$ cat src/rtl/tdm_mux6.sv
// tdm_mux6 -- six-lane to one-lane gathering multiplexer with a single
// registered output stage (lane accept to out_valid latency of one cycle).
//
// Scheduling policy is chosen at build time:
//   TDM6_SKIP_IDLE_EN undefined : fixed-slot TDM; the slot pointer visits
//                                 lanes 0..5 in turn on every load cycle and
//                                 an idle slot yields a bubble.
//   TDM6_SKIP_IDLE_EN defined   : work-conserving round robin starting after
//                                 the last granted lane.
// Ports, reset values and latency are identical in both builds.

module tdm_mux6 #(
   parameter int unsigned WIDTH = 8
) (
   input  logic                 clk,
   input  logic                 rst_n,
   input  logic [6*WIDTH-1:0]   in_data,
   input  logic [5:0]           in_valid,
   output logic [5:0]           in_ready,
   output logic [WIDTH-1:0]     out_data,
   output logic [2:0]           out_sel,
   output logic                 out_valid,
   input  logic                 out_ready,
   output logic                 out_sof
);

   localparam int unsigned NUM_LANES = 6;
   localparam int unsigned SEL_W     = 3;
   localparam logic [SEL_W-1:0] LANE_FIRST = SEL_W'(0);
   localparam logic [SEL_W-1:0] LANE_LAST  = SEL_W'(NUM_LANES - 1);

   // Successor lane with wrap 5 -> 0; 6 and 7 are never produced.
   function automatic logic [SEL_W-1:0] next_lane(input logic [SEL_W-1:0] idx);
      return (idx == LANE_LAST) ? LANE_FIRST : SEL_W'(idx + SEL_W'(1));
   endfunction

   // One-hot lane mask for a lane index.
   function automatic logic [NUM_LANES-1:0] lane_onehot(input logic [SEL_W-1:0] idx);
      return NUM_LANES'(1) << idx;
   endfunction

   logic [WIDTH-1:0]     r_out_data;
   logic [SEL_W-1:0]     r_out_sel;
   logic                 r_out_valid;
   logic                 r_out_sof;

   logic                 w_load;
   logic                 w_grant_hit;
   logic [SEL_W-1:0]     w_grant_idx;
   logic [NUM_LANES-1:0] w_offer;
   logic                 w_accept;
   logic [WIDTH-1:0]     w_sel_data;

   // The output register may take a new word when empty or being drained.
   assign w_load = ~r_out_valid | out_ready;

`ifdef TDM6_SKIP_IDLE_EN

   logic [SEL_W-1:0] r_last_grant;
   logic [SEL_W-1:0] w_cand;

   // Round-robin search: first valid lane after the last grant, with wrap.
   always_comb begin
      w_grant_hit = 1'b0;
      w_grant_idx = LANE_FIRST;
      w_cand      = r_last_grant;
      for (int i = 0; i < int'(NUM_LANES); i++) begin
         w_cand = next_lane(w_cand);
         if (!w_grant_hit && in_valid[w_cand]) begin
            w_grant_hit = 1'b1;
            w_grant_idx = w_cand;
         end
      end
      w_offer = w_grant_hit ? lane_onehot(w_grant_idx) : '0;
   end

   // Remember the granted lane; an idle load cycle leaves it unchanged.
   always_ff @(posedge clk or negedge rst_n) begin
      if (!rst_n) begin
         r_last_grant <= LANE_LAST;
      end else if (w_load && w_grant_hit) begin
         r_last_grant <= w_grant_idx;
      end
   end

`else

   logic [SEL_W-1:0] r_slot;

   // Fixed slot: the current slot lane is offered whether or not it is valid.
   always_comb begin
      w_grant_idx = r_slot;
      w_grant_hit = in_valid[r_slot];
      w_offer     = lane_onehot(r_slot);
   end

   // Slot pointer advances on every load cycle, used or idle.
   always_ff @(posedge clk or negedge rst_n) begin
      if (!rst_n) begin
         r_slot <= LANE_FIRST;
      end else if (w_load) begin
         r_slot <= next_lane(r_slot);
      end
   end

`endif

   // Handshake towards the lanes; nothing is offered while stalled or in reset.
   always_comb begin
      in_ready = '0;
      if (rst_n && w_load) begin
         in_ready = w_offer;
      end
   end

   assign w_accept = w_load & w_grant_hit;

   // Select the granted lane's word from the packed input bus.
   always_comb begin
      w_sel_data = '0;
      for (int k = 0; k < int'(NUM_LANES); k++) begin
         if (w_grant_idx == SEL_W'(k)) begin
            w_sel_data = in_data[k*WIDTH +: WIDTH];
         end
      end
   end

   // Output register: capture on accept, go empty on an idle load, hold on stall.
   always_ff @(posedge clk or negedge rst_n) begin
      if (!rst_n) begin
         r_out_data  <= '0;
         r_out_sel   <= LANE_FIRST;
         r_out_valid <= 1'b0;
         r_out_sof   <= 1'b0;
      end else if (w_load) begin
         if (w_accept) begin
            r_out_data  <= w_sel_data;
            r_out_sel   <= w_grant_idx;
            r_out_valid <= 1'b1;
            r_out_sof   <= (w_grant_idx == LANE_FIRST);
         end else begin
            r_out_valid <= 1'b0;
         end
      end
   end

   assign out_data  = r_out_data;
   assign out_sel   = r_out_sel;
   assign out_valid = r_out_valid;
   assign out_sof   = r_out_sof;

endmodule

$ cat config.mk
export PLATFORM = sky130hd
export DESIGN_NAME = tdm_mux6
export DESIGN_NICKNAME = d
export VERILOG_FILES = /design/src/rtl/tdm_mux6.sv
export SDC_FILE = /design/constraint.sdc
export NUM_CORES = 1
export LEC_CHECK = 0
export BUFFER_PORTS_ARGS = -buffer_cell sky130_fd_sc_hd__buf_4
export CORE_UTILIZATION = 46
export CTS_CLUSTER_DIAMETER = 40
export DETAILED_ROUTE_END_ITERATION = 8
export PLACE_DENSITY = 0.85
export SLEW_MARGIN = 25
export SYNTH_ARGS = -nofsm -noshare
export SYNTH_HDL_FRONTEND = slang
export SYNTH_SLANG_ARGS = --single-unit
$ cat constraint.sdc
create_clock -name clk -period 4.31 [get_ports clk]
set_input_delay 0.431 -clock clk [delete_from_list [all_inputs] [get_ports clk]]
set_output_delay 0.431 -clock clk [all_outputs]
set_load 0.02 [all_outputs]
==> out/results.tsv, run 1 <==
metric	value	unit
outcome	completed	
cp_max_fo	19	
pwr-share-clk	8.2	%
synth_top_area_share	32.3	%
wl_met3	273	um
grt_overflow_total	0	
crit_slowest_cell	dfrtp_1	
grt_first_pass_wirelength	4770	um
synth-simple-area-share	15.4	%
rr_endpoint	out_data[6]	
finalSetupViolCount	0	
vias	1172	
numCtsBuffers	3	
post-dp-hpwl	2550	um
cts_resized	0	
end_kind	register	
max_slew_margin	46.5	%
synthesis.yosys.warnings	0	
switching_share	42.4	%
synthAdderAreaFrac	1.01	%
top_layer	met4	
crit_chain	buf_4, and2_1, ha_1, nor2_1, a221oi_1, a22oi_1, mux2_4	
fmax	0.359	GHz
clockRootBuffer	clkbuf_4	
p_sw	0.540	mW
leakage	0.908	nW
wl_met1	1400	um
core-area	0.00250	mm^2
die_w	53.9	um
worstSetupStartpointType	register	
drt_first_pass_iters	4	
placed_area	0.00177	mm^2
postCtsHoldBufs	1	
fillers	178	
pwr_density_cell	700	mW/mm^2
synth_edf_count	0	
synth_flop_cell	dfrtp_1	
grt_pass1_vias	1060	
vias_per_cell	5.55	
drive_above_1_share	59.1	%
die_h	53.9	um
rsz0062_at_grt	no	
start_util	49.5	%
synthCells	110	
wl	3430	um
worst_pin_slew	0.803	ns
maxCapViolations	0	
synth.area.top_cells	dfrtp_1, mux2_4, mux2_2	
internal_power	0.733	mW
async_flop_share	100	%
clock-sinks	16	
tns	0	ns
grt_max_degree	20	
synthMuxAreaShare	29.6	%
area_delta_synth_final	46.8	%
hold_viol	0	
fin_crit_sh	64.7	%
r2r_slack	1.52	ns
clk_pin_slew_worst_paths	0.11	ns
holdWs	0.513	ns
yosysTopAreaCell	dfrtp_1	
clk-insertion-delay-late	0.30	ns
comb_power_share	67.3	%
met2_length	1740	um
htreeDepth	1	
ctsLongestPathBuffers	2	
p_seq_share	24.4	%
synth_seq_cells	16	
arrival	2.98	ns
ff2ff_path_depth	7	
r2r_start	r_slot[0]	
hp-class	input port to async pin	
min_period	2.79	ns
drc	0	
dieArea	0.00290	mm^2
netlist_area	0.00124	mm^2
cts_tree	done	
syn_area_per_cell	11.3	um^2
synthXorXnorAreaFrac	0.707	%
synth-seq-area-share	32.3	%
io_pins	76	
worst_ep_required_time	4.50	ns
synth_compound_area_share	14.4	%
crit_type	register to register	
rows	18	
slew_violations	0	
syn_nets	168	
p_total	1.27	mW
finalInstanceArea	0.00182	mm^2
synth_top_family_by_area	multiplexers	
ir_drop	0.517	mV
postCtsSetupRepairBufs	0	
crit_path_max_incr_delay	0.57	ns
antenna_left	0	
wl_per_cell	16.3	um
fin_skew	0.00737	ns
drt-initial-drc-count	17	
fin_nets	240	
port_buffers	75	
antenna_found_initial	0	
antenna_cells	0	
track_usage	23.5	%
ys_types	34	
gp_congestion	0.774	
-- sequential cells by signal, indices dropped and copies added, names as in the netlist --
| name | count |
|---|---|
| out_valid | 1 |
| out_sof | 1 |
| r_slot | 3 |
| out_sel | 3 |
| out_data | 8 |
-- through the flow --
step | setup slack (ns) | util (%) | cells
finish | 1.52 | 72.7 | 211
global route | 1.39 | 72.7 | 211
CTS | 1.52 | 72.6 | 211
detailed placement | 1.59 | 70.8 | 206
global placement | 1.65 | 70.8 | 206
floorplan | 2.09 | - | 110
-- cells in the mapped netlist, types with 2 or more instances --
cell      number
mux2_4        11
nor2_1         2
dfrtp_1       16
nor3_1         3
mux2_2         9
clkbuf_1       2
nor3_2         2
mux2i_1       10
nor2b_1        2
nor4_1         2
buf_2          3
a221oi_1       7
nand2_1       12
a22oi_1        8
buf_6          2
-- power groups by stage --
stage	registers, mW	clock network, mW	logic (mW)
global route	0.320	0.113	0.920
CTS	0.310	0.106	0.860
floorplan	0.343	0	0.624
detailed placement	0.312	0	0.854
finish	0.311	0.105	0.857
global placement	0.310	0	0.825
-- cell families after synthesis --
logic type	count (synthesis)
AND/OR/NAND/NOR	31
multiplexers	30
AO/OA/AOI/OAI	20
flip-flops	16
buffers and inverters	11
XOR/XNOR	1
adder cells (fa/ha/maj)	1
-- cell usage in the layout (no fill, tap or decap) --
master / synthesis / layout
a221oi_1: 7 / 7
a22o_1: 1 / 1
nor2_1: 2 / 2
ha_1: 1 / 1
nor2b_2: 0 / 1
xor2_1: 1 / 1
nand2b_1: 1 / 1
nand3b_1: 1 / 1
nor3b_1: 1 / 1
nor4b_4: 1 / 1
a21o_1: 1 / 1
nor3_2: 2 / 2
clkbuf_4: 0 / 3
o21ai_0: 1 / 1
nor3_1: 3 / 3
mux2i_1: 10 / 10
clkbuf_8: 0 / 1
nor4_1: 2 / 2
nor4b_1: 1 / 1
and3_1: 1 / 1
inv_1: 1 / 1
dfrtp_1: 16 / 16
and3_4: 1 / 1
mux2_2: 9 / 9
buf_4: 1 / 76
and2_1: 1 / 1
nand2_1: 12 / 12
o31ai_4: 1 / 1
mux2_4: 11 / 11
a221oi_2: 1 / 1
nor2b_1: 2 / 1
a22oi_1: 8 / 8
dlygate4sd3_1: 0 / 1
-- per-layer routing --
metal | vias up | track usage [%]
li1 | 561 | -
met1 | 553 | 27.0
met4 | 0 | 5.26
met3 | 4 | 3.95
met5 | - | 0
met2 | 54 | 44.4
-- worst max-delay path by stage --
stage	cells past startpoint	start	endpoint
floorplan	10	r_slot[0]	out_data[0]
global placement	7	r_slot[0]	out_data[7]
detailed placement	7	r_slot[0]	out_data[4]
CTS	7	r_slot[0]	out_data[4]
global route	7	r_slot[0]	out_data[3]
finish	7	r_slot[0]	out_data[6]
-- area by class of cell --
| cell class | count | area, um^2 | share of cell area [%] |
|---|---|---|---|
| Timing Repair Buffer | 77 | 581 | 31.9 |
| Inverter | 1 | 3.75 | 0.206 |
| Clock buffer | 4 | 36.3 | 2.00 |
| Sequential cell | 16 | 400 | 22.0 |
| Tap cell | 30 | 37.5 | 2.06 |
| Multi-Input combinational cell | 83 | 759 | 41.8 |
-- critical path: cells and delay by family (launching register included) --
kind | cells | cell delay (ns)
adders and majority gates | 1 | 0.46
buffers and inverters | 1 | 0.38
muxes | 1 | 0.30
and+or+nand+nor | 2 | 0.48
DFF | 1 | 0.57
AOI/OAI and AO/OA | 2 | 0.47
(Power assumes the default switching activity.)
==> inputs of run 2 (changes only) <==
Settings changed: ABC_AREA set to 1, CORE_UTILIZATION 46 to 43, PLACE_DENSITY 0.85 to 0.79.
Clock period 4.31 ns to 2.79 ns, I/O delays scaled along.
==> out/results.tsv, run 2 <==
metric	value	unit	change
grt_max_degree	26		+30%
yosysTopAreaCell	dfrtp_1		
synthCells	218		+98%
netlist_area	0.00129	mm^2	+3.8%
rsz0062_at_grt	no		
crit_slowest_cell	dfrtp_1		
cp_common_cell	inv_1		
htreeDepth	1		unchanged
area_delta_synth_final	46.0	%	
wl	3580	um	+4.3%
worstSetupStartpointType	register		
final_common_cell	nand2_1		
maxCapViolations	0		unchanged
die_w	56.7	um	+5.2%
slew_violations	0		unchanged
ys_types	21		-38%
finalSetupViolCount	0		unchanged
io_pins	76		unchanged
drt-initial-drc-count	70		+53
final_cells	318		+51%
crit_chain	nand2_1, inv_1, ha_1, inv_1, nor2_1, buf_4		
port_buffers	75		unchanged
arrival	2.04	ns	-0.94 ns
gr-max-usage-layer	met2		
fin_nets	346		+44%
synth_common_cells	nand2_1, nor2_1, nand3_1, dfrtp_1, inv_1		
hold_viol	0		unchanged
met3_usage	6.68	%	+2.7 points
track_usage	23.9	%	+0.39 points
antenna_found_initial	0		unchanged
placed_area	0.00183	mm^2	+3.5%
antenna_left	0		unchanged
finalInstanceArea	0.00188	mm^2	+3.3%
async_flop_share	100	%	unchanged
synth.most_common_cell	nand2_1		
final_cell_mix	nand2_1, buf_4, nor2_1		
die_h	56.7	um	+5.2%
clock-sinks	16		unchanged
ff2ff_path_depth	10		+3
worst_pin_slew	0.585	ns	-0.218 ns
vias_per_cell	4.92		-11%
post-dp-hpwl	2720	um	+6.5%
drive_above_1_share	30.7	%	-28 points
ctsLongestPathBuffers	2		unchanged
grt_first_pass_wirelength	6030	um	+26%
worst_ep_required_time	2.51	ns	-1.99 ns
failed_checks	DRC		
crit_path_max_incr_delay	0.72	ns	+0.15 ns
cts_tree	done		
vias	1566		+34%
ir_drop	0.672	mV	+30%
synth_flop_cell	dfrtp_1		
fmax	0.431	GHz	
cts_resized	0		unchanged
global_route.usage.met1	30.0	%	+3.0 points
cp_max_fo	17		-2
largest_reg_flops	8		unchanged
end_kind	output pin		
leakage	1.11	nW	+22%
min_path_cells	5		
postCtsSetupRepairBufs	0		unchanged
antenna_cells	0		unchanged
clk_pin_slew_worst_paths	0.09	ns	-0.02 ns
fin_crit_sh	83.2	%	
crit_type	register to output pin		
synth_edf_count	0		unchanged
rows	19		+1
dpl.cell_count	313		+52%
min_period	2.32	ns	
met2_usage	41.0	%	-3.5 points
fin_skew	0.00103	ns	-0.00634 ns
syn_area_per_cell	5.90	um^2	-48%
start_util	45.9	%	-3.7 points
synth_seq_cells	16		unchanged
max_slew_margin	61.0	%	+15 points
grt_overflow_total	0		unchanged
outcome	finished with violations		
clockRootBuffer	clkbuf_4		
clk-insertion-delay-late	0.28	ns	-0.02 ns
drt_first_pass_iters	6		+2
core-area	0.00281	mm^2	+12%
gp_congestion	0.782		+0.97%
drc	10		+10
pwr_density_cell	1020	mW/mm^2	+46%
syn_nets	276		+64%
synth_top_area_share	31.1	%	-1.2 points
hp-class	input port to register		
synth.area.top_cells	dfrtp_1, nand2_1, nor2_1		
dieArea	0.00321	mm^2	+11%
wl_per_cell	11.3	um	-31%
synthesis.yosys.warnings	0		unchanged
synth-seq-area-share	31.1	%	-1.2 points
grt_pass1_vias	1452		+37%
numCtsBuffers	3		unchanged
tns	0	ns	unchanged
## run 2: worst max-delay path: cells and delay by family, from the launching register on
| kind | cells | cell delay [ns] |
|---|---|---|
| adder cells (fa/ha/maj) | 1 | 0.51 |
| buffers and inverters | 3 | 0.30 |
| AND/OR/NAND/NOR | 2 | 0.22 |
| flip-flops | 1 | 0.72 |
## run 2: cell families after synthesis
kind of cell    after synthesis  share of synthesized area, %
compound gates               16                          6.23
xor+xnor                      1                         0.681
fa+ha+maj                     1                         0.973
buf+inv                      29                          10.2
flops                        16                          31.1
simple gates                155                          50.8
## run 2: worst paths after layout
| check | from | endpoint | slack [ns] |
|---|---|---|---|
| min in group asynchronous | rst_n | r_slot[1] | 0.39 |
| worst min-delay path | in_data[46] | out_data[6] | 0.32 |
| max in group asynchronous | rst_n | out_data[2] | 2.22 |
| worst max register to register | r_slot[0] | out_data[7] | 0.81 |
| worst max-delay path | r_slot[0] | in_ready[3] | 0.47 |
| worst min register to register | out_data[0] | out_data[0] | 0.49 |
## run 2: final cells by class
class / count / area [um^2]
clock buffers: 4 / 36.3
fillers: 280 / 927
inverters: 16 / 60.1
multi-input cells: 173 / 754
flip-flops and latches: 16 / 400
well taps: 31 / 38.8
repair buffers: 78 / 588
## run 2: per-stage QoR
stage	power (mW)	hold WS [ns]	setup slack (ns)	utilization [%]
after detailed placement	1.77	0.151	0.790	65.3
after global routing	2.13	0.320	0.244	66.9
after CTS	1.93	0.311	0.458	66.9
after floorplan	1.42	-0.0166	0.659	-
final	1.92	0.317	0.468	66.9
after global placement	1.75	0.149	0.827	65.3
## run 2: metal layers
metal	wire length, um	up-vias
met2	1740	57
met3	238	0
met1	1600	683
met4	0	0
li1	-	826
met5	0	-
## run 2: power breakdown
group	leakage [nW]	switching [mW]	internal, mW	total (mW)
Combinational	0.885	0.822	0.491	1.31
Sequential	0.201	0.110	0.343	0.453
Clock	0.0210	0.0733	0.0795	0.153
## run 2: what timing repair did
| action | CTS | global route |
|---|---|---|
| hold endpoints to repair | 16 | 0 |
| hold buffers | 1 | 0 |
| endpoints found under the setup margin | 0 | 0 |
